**src/rtl/rv_mul_div_unit.sv**
```systemverilog
// RV32M/RV64M multiply/divide unit: radix-2 shift-add multiply, restoring divide.
// Latency: XLEN+1 cycles from accept to resp_valid; 1 cycle for early-out divide corner cases.
// Backpressure: single operation in flight; req_ready only in IDLE, result held in DONE until resp_ready.
module rv_mul_div_unit #(
    parameter int XLEN      = 32,
    parameter int ID_WIDTH  = 5,
    parameter int EARLY_OUT = 1
) (
    input  logic                clk,
    input  logic                rst_n,
    input  logic                flush,
    input  logic                req_valid,
    output logic                req_ready,
    input  logic [2:0]          req_funct3,
    input  logic [XLEN-1:0]     req_rs1,
    input  logic [XLEN-1:0]     req_rs2,
    input  logic [ID_WIDTH-1:0] req_id,
    output logic                resp_valid,
    input  logic                resp_ready,
    output logic [XLEN-1:0]     resp_result,
    output logic [ID_WIDTH-1:0] resp_id
);

    localparam int CW = $clog2(XLEN);
    localparam logic [CW-1:0]   LAST     = CW'(XLEN - 1);
    localparam logic [XLEN-1:0] MOST_NEG = {1'b1, {(XLEN-1){1'b0}}};

    localparam logic [1:0] S_IDLE = 2'd0;
    localparam logic [1:0] S_CALC = 2'd1;
    localparam logic [1:0] S_DONE = 2'd2;

    logic [1:0]          state;
    logic [CW-1:0]       cnt;
    logic [2:0]          funct3_q;
    logic [ID_WIDTH-1:0] id_q;
    logic                neg_q;
    logic [XLEN:0]       acc_hi;
    logic [XLEN-1:0]     acc_lo;
    logic [XLEN-1:0]     opnd;

    logic                req_s1, req_s2, sign1, sign2, rs2_zero, ovf, early, req_neg;
    logic [XLEN-1:0]     mag1, mag2, early_res;

    always_comb begin
        req_s1    = (req_funct3 == 3'd1) || (req_funct3 == 3'd2) ||
                    (req_funct3 == 3'd4) || (req_funct3 == 3'd6);
        req_s2    = (req_funct3 == 3'd1) || (req_funct3 == 3'd4) || (req_funct3 == 3'd6);
        sign1     = req_s1 & req_rs1[XLEN-1];
        sign2     = req_s2 & req_rs2[XLEN-1];
        mag1      = sign1 ? -req_rs1 : req_rs1;
        mag2      = sign2 ? -req_rs2 : req_rs2;
        rs2_zero  = (req_rs2 == '0);
        ovf       = req_funct3[2] & ~req_funct3[0] & (req_rs1 == MOST_NEG) & (&req_rs2);
        early     = (EARLY_OUT != 0) && req_funct3[2] && (rs2_zero || ovf);
        if (rs2_zero)
            early_res = req_funct3[1] ? req_rs1 : '1;
        else
            early_res = req_funct3[1] ? '0 : MOST_NEG;
        // A zero divisor must not flip the all-ones quotient, even for signed DIV.
        if (req_funct3[2])
            req_neg = req_funct3[1] ? sign1 : ((sign1 ^ sign2) & ~rs2_zero);
        else
            req_neg = sign1 ^ sign2;
    end

    logic [XLEN:0]       mul_sum, div_shift, div_diff, nxt_hi;
    logic [XLEN-1:0]     nxt_lo, div_raw, final_res;
    logic [2*XLEN-1:0]   prod, prod_s;

    always_comb begin
        mul_sum   = acc_hi + (acc_lo[0] ? {1'b0, opnd} : '0);
        div_shift = {acc_hi[XLEN-1:0], acc_lo[XLEN-1]};
        div_diff  = div_shift - {1'b0, opnd};
        if (funct3_q[2]) begin
            nxt_hi = div_diff[XLEN] ? div_shift : div_diff;
            nxt_lo = {acc_lo[XLEN-2:0], ~div_diff[XLEN]};
        end else begin
            nxt_hi = {1'b0, mul_sum[XLEN:1]};
            nxt_lo = {mul_sum[0], acc_lo[XLEN-1:1]};
        end
        prod    = {nxt_hi[XLEN-1:0], nxt_lo};
        prod_s  = neg_q ? -prod : prod;
        div_raw = funct3_q[1] ? nxt_hi[XLEN-1:0] : nxt_lo;
        if (funct3_q[2])
            final_res = neg_q ? -div_raw : div_raw;
        else if (funct3_q[1:0] == 2'd0)
            final_res = prod_s[XLEN-1:0];
        else
            final_res = prod_s[2*XLEN-1:XLEN];
    end

    assign req_ready  = (state == S_IDLE);
    assign resp_valid = (state == S_DONE);

    always_ff @(posedge clk or negedge rst_n) begin
        if (!rst_n) begin
            state       <= S_IDLE;
            cnt         <= '0;
            funct3_q    <= '0;
            id_q        <= '0;
            neg_q       <= 1'b0;
            acc_hi      <= '0;
            acc_lo      <= '0;
            opnd        <= '0;
            resp_result <= '0;
            resp_id     <= '0;
        end else if (flush) begin
            state <= S_IDLE;
            cnt   <= '0;
        end else begin
            case (state)
                S_IDLE: begin
                    if (req_valid) begin
                        funct3_q <= req_funct3;
                        id_q     <= req_id;
                        neg_q    <= req_neg;
                        cnt      <= '0;
                        acc_hi   <= '0;
                        acc_lo   <= req_funct3[2] ? mag1 : mag2;
                        opnd     <= req_funct3[2] ? mag2 : mag1;
                        if (early) begin
                            state       <= S_DONE;
                            resp_result <= early_res;
                            resp_id     <= req_id;
                        end else begin
                            state <= S_CALC;
                        end
                    end
                end
                S_CALC: begin
                    acc_hi <= nxt_hi;
                    acc_lo <= nxt_lo;
                    cnt    <= cnt + 1'b1;
                    if (cnt == LAST) begin
                        state       <= S_DONE;
                        resp_result <= final_res;
                        resp_id     <= id_q;
                    end
                end
                S_DONE: begin
                    if (resp_ready)
                        state <= S_IDLE;
                end
                default: state <= S_IDLE;
            endcase
        end
    end

endmodule
```
**config.mk**
```make
export PLATFORM = sky130hd
export DESIGN_NAME = rv_mul_div_unit
export DESIGN_NICKNAME = d
export VERILOG_FILES = /design/src/rtl/rv_mul_div_unit.sv
export SDC_FILE = /design/constraint.sdc
export NUM_CORES = 1
export LEC_CHECK = 0
export ABC_AREA = 0
export ABC_CLOCK_PERIOD_IN_PS = 5800
export BUFFER_PORTS_ARGS = -buffer_cell sky130_fd_sc_hd__buf_2
export CAP_MARGIN = 20
export CORE_ASPECT_RATIO = 0.7
export CORE_MARGIN = 3
export CORE_UTILIZATION = 40
export CTS_CLUSTER_DIAMETER = 100
export CTS_CLUSTER_SIZE = 12
export DETAILED_ROUTE_END_ITERATION = 12
export GPL_TIMING_DRIVEN = 0
export PLACE_DENSITY_LB_ADDON = 0.12
export SLEW_MARGIN = 20
export SYNTH_ARGS = -nofsm -noshare
export SYNTH_HDL_FRONTEND = slang
export SYNTH_SLANG_ARGS = --single-unit
```
**constraint.sdc**
```tcl
create_clock -name clk -period 5.8 [get_ports clk]
set_input_delay 0.87 -clock clk [delete_from_list [all_inputs] [get_ports clk]]
set_output_delay 0.87 -clock clk [all_outputs]
set_load 0.02 [all_outputs]
```
==> flow_summary.toml <==
[yosys]
synthTopCellsByCount = "nand2_1, nor2_1, o21ai_0"
yosysMostFrequentCell = "nand2_1"
ys_types = 111
synth_warnings = 0
synth_top_area_frac = 0.210
netlist_area_sq_um = 17900
synthesis.nets = 2610
netlist_instances = 2459
avgSynthCellArea_sq_um = 7.26
ys_seq_area_frac = 0.210
synth-seq-cells = 150
synth-edff-count = 0
synthArstFlopShare = 1.00
synth.area.top_cells = "dfrtp_1, o21ai_0, nand2_1"
synth_area_leader_cell = "dfrtp_1"
synth-main-ff-cell = "dfrtp_1"

[routing]
drtAntennaViolNets = 0
drt-pass1-iter-count = 6
finalWirelength_mm = 99.2
drcViolationCount = 0
vias_per_cell = 6.65
dr_total_vias = 21800
drt-initial-drc-count = 3128
avgRoutedWirePerCell_microns = 30.3

[critical_path]
cp_slowest_cell = "or3_4"
endpoint_kind = "register"
crit_required_ns = 6.16
max_stage_delay_ns = 0.51
startpoint_type = "register"
critical_path_class = "reg -> reg"
crit_chain = "clkinv_4, ha_2, fa_1, nor2b_4, o21a_4, o211ai_1, buf_4, a31oi_4, a31o_2, a21o_1, a21o_1, ha_4, buf_12, buf_12, clkbuf_4, a31oi_2, o221a_2, nand4_1, nor2_4, o2111ai_4, or3_4, o31ai_4, mux2i_1, a21oi_1"
worstPathMaxFanout = 10
arrival_ns = 6.34

[sta]
tightest_slew_ns = 1.20
fin_crit_ns = 5.98
skew_ns = 0.0178
fmax_mhz = 167
fin_crit_sh = 1.03
finalSetupViolCount = 18
rsz0062_at_grt = "yes"
drv_slew = 0
tns_ns = -1.35
relSlewSlack = 0.198
hold_viol_final = 0
whs_ns = 0.332
setup_ws_ns = -0.177

[power]
p_leak_nw = 8.64
p_per_area_nw_per_um2 = 489
power_mw = 10.5
peakVddDrop_mv = 0.316

[global_routing]
grt_max_degree = 79
grt_busiest_layer = "met1"
grt.overflow.total = 0
use_met1 = 0.617
antenna_found_initial = 2
use_met3 = 0.137
grt_pass1_wl_mm = 139
grt_pass1_vias = 19600
use_met2 = 0.533
grt_util_all_layers = 0.406

[clock_network]
clock_sinks = 150
cts_buffer_depth = 2
clock_latency_ns = 0.49
tritoncts = "yes"
numCtsBuffers = 17
h-tree-depth = 4
path_clk_slew_ns = 0.08
cts-root-buf = "clkbuf_16"

[finish]
stdcell_area_sq_um = 21400
syn_to_final_growth_pct = 19.8
drive_gt1_frac = 0.181
final_cells = 3276
nets = 2819
fin_util = 0.487

[placement]
portBuffers = 112
dp_slack_ns = -2.96
dp_hpwl_mm = 79.9
postPlaceCellArea_sq_um = 19200
place.gp.congestion = 1.03
dpl.cell_count = 3166

[outcome]
status = "complete, but fails checks"
violations = "negative setup slack"

[worst_hold_path]
hp-class = "in -> async"

[die]
coreArea_sq_um = 43900
initial_utilization = 0.407
dieArea_sq_um = 47200
rows = 64
die_w_microns = 259
die_y_microns = 183
ios = 116

[run]
maxCapViolCount = 0
==> logic make-up after synthesis <==
kind of cell	count (synthesis)	share of synthesized area
AOI/OAI and AO/OA	865	0.323
xor gates and xnor gates	133	0.0652
adders and majority gates	74	0.0527
buffers and inverters	246	0.0551
DFF	150	0.210
muxes	80	0.0478
and+or+nand+nor	911	0.246
==> path summary, 6_finish.rpt <==
kind                                      start         endpoint  slack (ns)  depth (start not counted)
worst min register to register  resp_result[10]  resp_result[10]        0.49                          1
worst max register to register       acc_lo[31]  resp_result[28]       -0.18                         24
min in group clk                resp_result[10]  resp_result[10]        0.49                          1
max in group asynchronous                 rst_n      funct3_q[2]        4.54                          2
worst min-delay path                      rst_n       acc_hi[24]        0.33                          1
worst max-delay path                 acc_lo[31]  resp_result[28]       -0.18                         24
==> registers in the layout (all words and copies together) (netlist names), 3 cells and up <==
register	flops
cnt	5
id_q	5
acc_hi	33
funct3_q	3
resp_result	32
resp_id	5
opnd	32
acc_lo	32
==> layout by cell type (no fill, tap or decap), drive strengths merged, types with 72 or more instances in the layout <==
cell,count
buf,243
dfrtp,150
xnor2,76
ha,72
o21ai,246
inv,87
a21oi,202
nand2,290
nor2,247
clkbuf,130
==> where the power goes <==
part           internal (mW)  total (mW)  switching, mW
clock                  0.583        1.21          0.623
sequential              1.36        1.73          0.372
combinational           2.62        7.52           4.90
total                   4.56        10.5           5.89
==> timing repair <==
action                     CTS  global route
setup buffers               44            37
hold buffers                 0             0
pin swaps                   38            54
resized for setup          138            97
cloned                       0             0
setup endpoints to repair   56            32
==> layer usage <==
layer	routed length (microns)	vias up
li1	-	9469
met4	2870	6
met3	13900	171
met5	104	-
met1	44600	10700
met2	37700	1416
==> critical path, delay by kind of cell (launching register included) <==
kind | cells | cell delay [ns]
compound gates | 11 | 2.17
simple gates | 4 | 1.20
buf+inv | 5 | 0.85
fa+ha+maj | 3 | 0.91
flops | 1 | 0.43
mux | 1 | 0.26
==> area by class of cell <==
cell class	count	area, sq um
antenna	1	2.50
buffer	162	776
clock buffer	17	425
clock inverter	15	174
fill	4604	22500
inverter	80	308
multi-input combinational	2063	13900
sequential	150	3760
tap	594	743
timing repair buffer	194	1250
Note: power is estimated with default switching activity, not from simulation.
